===== src/rtl/kim1_display_keypad.sv =====
// kim1_display_keypad: RRIOT port-pin peripheral that latches scanned 7-segment digits
// and returns debounced keypad columns plus synchronised TTY input on PAI.
module kim1_display_keypad #(
    parameter int SETTLE_CYC = 4,
    parameter int TICK_DIV   = 1000,
    parameter int PERSIST    = 255
) (
    input  logic        phi2,
    input  logic        rst_n,
    input  logic [7:0]  pao,
    input  logic [7:0]  ddra,
    input  logic [7:0]  pbo,
    input  logic [7:0]  ddrb,
    input  logic [20:0] key_raw,
    input  logic        tty_rx,
    output logic [7:0]  pai,
    output logic [41:0] seg,
    output logic [5:0]  digit_on,
    output logic        key_any
);
    localparam int SW = (SETTLE_CYC > 0) ? $clog2(SETTLE_CYC + 1) : 1;
    localparam int TW = (TICK_DIV > 1) ? $clog2(TICK_DIV) : 1;

    logic [3:0]    sel, sel_q;
    logic [SW-1:0] settle;
    logic [TW-1:0] tcnt;
    logic          tick, cap;
    logic [2:0]    dig;
    logic [6:0]    row;
    logic [20:0]   key_s1, key_s2, hist0, hist1, deb;
    logic          tty_s1, tty_s2;
    logic [7:0]    persist [6];
    logic          unused;

    assign unused = ^{pao[7], ddra[7], pbo[7:5], pbo[0], ddrb[7:5], ddrb[0]};

    always_comb begin
        sel  = (ddrb[4:1] == 4'hF) ? pbo[4:1] : 4'hF;
        tick = (tcnt == TW'(TICK_DIV - 1));
        // 3-bit wrap maps selects 4..9 onto digits 0..5
        dig  = sel[2:0] - 3'd4;
        cap  = (sel == sel_q) && (sel >= 4'd4) && (sel <= 4'd9) && (&ddra[6:0])
               && (settle == SW'(SETTLE_CYC));
        row  = (sel_q == 4'd0) ? ~deb[6:0] :
               (sel_q == 4'd1) ? ~deb[13:7] :
               (sel_q == 4'd2) ? ~deb[20:14] : 7'h7F;
    end

    always_ff @(posedge phi2 or negedge rst_n) begin
        if (!rst_n) begin
            sel_q    <= '0;
            settle   <= '0;
            tcnt     <= '0;
            key_s1   <= '0;
            key_s2   <= '0;
            hist0    <= '0;
            hist1    <= '0;
            deb      <= '0;
            tty_s1   <= 1'b1;
            tty_s2   <= 1'b1;
            pai      <= 8'hFF;
            seg      <= '0;
            digit_on <= '0;
            key_any  <= 1'b0;
            for (int d = 0; d < 6; d++) persist[d] <= '0;
        end else begin
            sel_q   <= sel;
            settle  <= (sel != sel_q) ? '0 :
                       (settle == SW'(SETTLE_CYC)) ? settle : settle + 1'b1;
            tcnt    <= tick ? '0 : tcnt + 1'b1;
            key_s1  <= key_raw;
            key_s2  <= key_s1;
            tty_s1  <= tty_rx;
            tty_s2  <= tty_s1;
            if (tick) begin
                hist0 <= key_s2;
                hist1 <= hist0;
                // set on three ones, clear on three zeros, otherwise hold
                deb   <= (deb | (hist1 & hist0 & key_s2)) & (hist1 | hist0 | key_s2);
            end
            for (int d = 0; d < 6; d++) begin
                if (cap && dig == 3'(d)) begin
                    seg[d*7 +: 7] <= pao[6:0];
                    persist[d]    <= 8'(PERSIST);
                    digit_on[d]   <= 1'b1;
                end else if (tick && persist[d] != 8'd0) begin
                    persist[d] <= persist[d] - 8'd1;
                    if (persist[d] == 8'd1) digit_on[d] <= 1'b0;
                end
            end
            pai     <= {tty_s2, row};
            key_any <= |deb;
        end
    end
endmodule

===== config.mk =====
export PLATFORM = sky130hd
export DESIGN_NAME = kim1_display_keypad
export DESIGN_NICKNAME = d
export VERILOG_FILES = /design/src/rtl/kim1_display_keypad.sv
export SDC_FILE = /design/constraint.sdc
export NUM_CORES = 1
export LEC_CHECK = 0
export CAP_MARGIN = 20
export CORE_ASPECT_RATIO = 1.4
export CORE_UTILIZATION = 45
export DETAILED_ROUTE_END_ITERATION = 10
export PLACE_DENSITY_LB_ADDON = 0.05
export SLEW_MARGIN = 20
export SYNTH_ARGS = -nofsm -noshare
export SYNTH_HDL_FRONTEND = slang
export SYNTH_SLANG_ARGS = --single-unit

===== constraint.sdc =====
create_clock -name phi2 -period 2.2 [get_ports phi2]
set_input_delay 0.44 -clock phi2 [delete_from_list [all_inputs] [get_ports phi2]]
set_output_delay 0.44 -clock phi2 [all_outputs]
set_load 0.03 [all_outputs]

==> metrics.md <==
| Metric | Value |
|---|---|
| Crit path launch type | flop |
| HPWL after DPL | 13,700 um |
| Placeable Area | slightly above 20,000 um2 |
| Cell family with the largest share of critical-path delay | buffers and inverters |
| Syn. warnings | 0 |
| Initial DRC Count | about 330 |
| GRT Total Usage | 18.7% |
| Critical path fanouts, max | 1 |
| Failing checks | DRC |
| Synth cell types | 43 |
| Post-Syn Area | around 9600 um2 |
| Full die area | 21,900 um2 |
| Die height | around 170 um |
| Simple-gate share of the synthesized area | about a fifth |
| Share of cells above drive strength 1 | roughly 14% |
| Setup ws final | roughly 0.066 ns |
| Total negative setup slack | 0 ns |
| Fin nets | around 1,100 |
| Area leader, netlist | dfrtp_1 |
| Synth area leaders | dfrtp_1 57%, nand2_1 7.7%, mux2_2 4.2%, xor2_1 3.5%, dfstp_2 2.7% |
| Worst path required time | about 1.8 ns |
| FP Rows | between 60 and 70 |
| Synth top cells by count | 219 x dfrtp_1, 196 x nand2_1, 48 x nor2_1 |
| Post-Synthesis Cells | around 860 |
| I/O pin count | between 100 and 150 |
| Primary FF master, synth | dfrtp_1 |
| Final GP Congestion | 0.779 |
| Synth Area in Adders | 2.75% |
| Peak supply drop | between 600 and 700 uV |
| Max Cap Viol | 0 |
| Setup repair after global routing missed its margin | false |
| Final min period | between 2 and 2.5 ns |
| Final Max Slew Viols | 0 |
| Final setup fails | 0 |
| Post-Route Utilization | between 50% and 60% |
| CTS Root Cell | clkbuf_16 |
| Crit-path slowest cell | clkdlybuf4s50_1 |
| Leakage dissipation | 0.00538 uW |
| DRC viols | 2 |
| Share of the synthesized area in the top cell type | between 50 and 60% |
| CTS tree | built |
| Kind of critical path | reg2out |
| Total CTS buffers | 23 |
| Vias in the first global route | 7,013 |
| Largest net degree at the start of global routing | 64 |
| Die X | 125 um |
| Post-synthesis xor/xnor area fraction | around 4.4% |
| Post-DRT Antenna Nets | 0 |
| Drt pass-1 iters | 10 |
| Largest family of logic cells by synthesized area | simple AND/OR/NAND/NOR gates |
| Status | complete, but fails checks |
| Worst-Margin Slew | between 0.7 and 0.8 ns |
| Worst Hold Class | reg2reg |
| Longest Clk Path Bufs | 3 |
| Post-Route WL | 19,700 um |
| Post-synthesis sequential element count | 229 |
| GRT overflow | 0 |
| Avg Cell Area, Syn | around 11 um2 |
| Multiplexer share of the synthesized area | under 10% |
| Layout area overhead | 24.6% |
| Sinks on Clock Net | around 230 |
| I/O Buffers | approximately 100 |
| Buffers & Inverters on Critical Path | 1 |
| Hold path cells | 0 |
| Crit. End Element | output port |
| Hold Fails Final Rpt | 0 |
| Synth Area in Compound Gates | around 5.5% |
| Power per cell area | ~700 nW/um2 |
| Worst slew margin | between 40% and 50% |
| Critical path depth in cells | 1 |
| Worst Path Arrival | roughly 1.7 ns |
| Drt wl/cell | about 15 um |
| Routed vias/inst | roughly 5.3 |
| Syn_nets | about 940 |
| Reg2Reg Depth | 7 |
| Fill cells | approximately 1,700 |
| EDFF count, synth | 0 |
| H-tree depth | 1 |
| Initial Util | 46.2% |
| Count leader, synth | dfrtp_1 |
| DP Worst Slack | -0.572 ns |
| Worst-Skew Late Latency | around 0.5 ns |
| Global-route wire length before repair | around 33,000 um |
| Post-synthesis sequential area ratio | 60.0% |
| Fmax | approximately 470 MHz |
| # diodes | 0 |
| Clock Skews | 0.00700 ns |
| Worst R2R Setup Slack | ~0.12 ns |
| Antenna violations before repair | 0 |
| Vias | approximately 6,700 |
| CTS clk-pin slew, worst paths | around 0.060 ns |
| Ys async rst share | 100% |
| Tcrit/Tclk final | between 90% and 100% |
| Cell Chain, Critical Path | clkdlybuf4s50_1 |
| Delay of the slowest critical-path stage | around 0.68 ns |
-- worst reg2reg max path: stages (launching register included) --
cell and delay [ns]:
dfrtp_1 0.39, ha_1 0.22, nand4b_1 0.17, or3_4 0.43
buf_12 0.19, or3_1 0.35, a21oi_1 0.18, nor2_1 0.05
-- through the flow --
step | std cells | power (uW) | area (um2) | hold slack, ns
6_report | 1275 | 8360 | 11900 | 0.343
5_1_grt | 1275 | 8700 | 11900 | 0.352
4_1_cts | 1275 | 8500 | 11900 | 0.345
3_5_place_dp | 1234 | 4780 | 11200 | 0.335
3_3_place_gp | 1234 | 4750 | 11200 | 0.333
2_1_floorplan | 862 | 4520 | 9570 | 0.144
-- routing by layer --
| metal | wire (um) | global-route usage, % | up-vias |
|---|---|---|---|
| met3 | 680 | 2.62 | 17 |
| met5 | 0 | 0 | - |
| met4 | 282 | 5.64 | 0 |
| met1 | 8480 | 23.5 | 3342 |
| met2 | 10200 | 33.5 | 123 |
| li1 | - | - | 3235 |
-- power breakdown --
| part | internal [uW] | switching (uW) | total, uW |
|---|---|---|---|
| clock network | 2150 | 1500 | 3660 |
| registers | 4290 | 53.3 | 4340 |
| logic | 162 | 201 | 363 |
| total | 6600 | 1760 | 8360 |
-- cell families after synthesis --
family | Yosys count
and+or+nand+nor | 391
DFF | 229
AOI/OAI and AO/OA | 81
buffers and inverters | 50
xor gates and xnor gates | 48
muxes | 42
adders and majority gates | 21
-- worst paths after layout --
path / startpoint / end
worst max-delay path: pai[4]$_DFF_PN1_ / pai[4]
worst min-delay path: key_s1[14]$_DFF_PN0_ / key_s2[14]$_DFF_PN0_
worst max register to register: tcnt[0]$_DFF_PN0_ / deb[13]$_DFFE_PN0N_
worst min register to register: key_s1[14]$_DFF_PN0_ / key_s2[14]$_DFF_PN0_
max in group asynchronous: rst_n / tty_s1$_DFF_PN1_
min in group asynchronous: rst_n / hist0[0]$_DFFE_PN0N_
-- what timing repair did --
action | 4_1_cts | 5_1_grt
setup buffers | 0 | 0
gates resized for setup | 1 | 2
hold buffers | 1 | 0
pin swaps | 0 | 3
endpoints found under the setup margin | 7 | 26
endpoints found under the hold margin | 52 | 0
-- final cells by class --
class                   count  area, um2  area share [%]
inverters                  22       82.6           0.693
flip-flops and latches    229       5740            48.2
clock inverters             4       20.0           0.168
well taps                 256        320            2.69
repair buffers            145       1460            12.3
multi-input cells         583       3600            30.2
clock buffers              36        694            5.83
-- placed cells by master, fill, tap and decap left out, drive strengths merged, types with 22 or more instances in the layout --
cell / n
nor2: 48
dfrtp: 219
nand4: 36
buf: 43
nand3: 30
clkdlybuf4s50: 101
or3: 24
nand2: 196
a21oi: 30
xor2: 38
clkbuf: 36
inv: 22
mux2: 42
-- sequential cells by signal (all words and copies together), names as in the netlist, 3 cells and up --
register	cells
sel_q	4
key_s1	21
hist1	21
hist0	21
seg	42
key_s2	21
persist	48
deb	21
digit_on	6
tcnt	10
pai	8
settle	3
(Power assumes the default switching activity.)
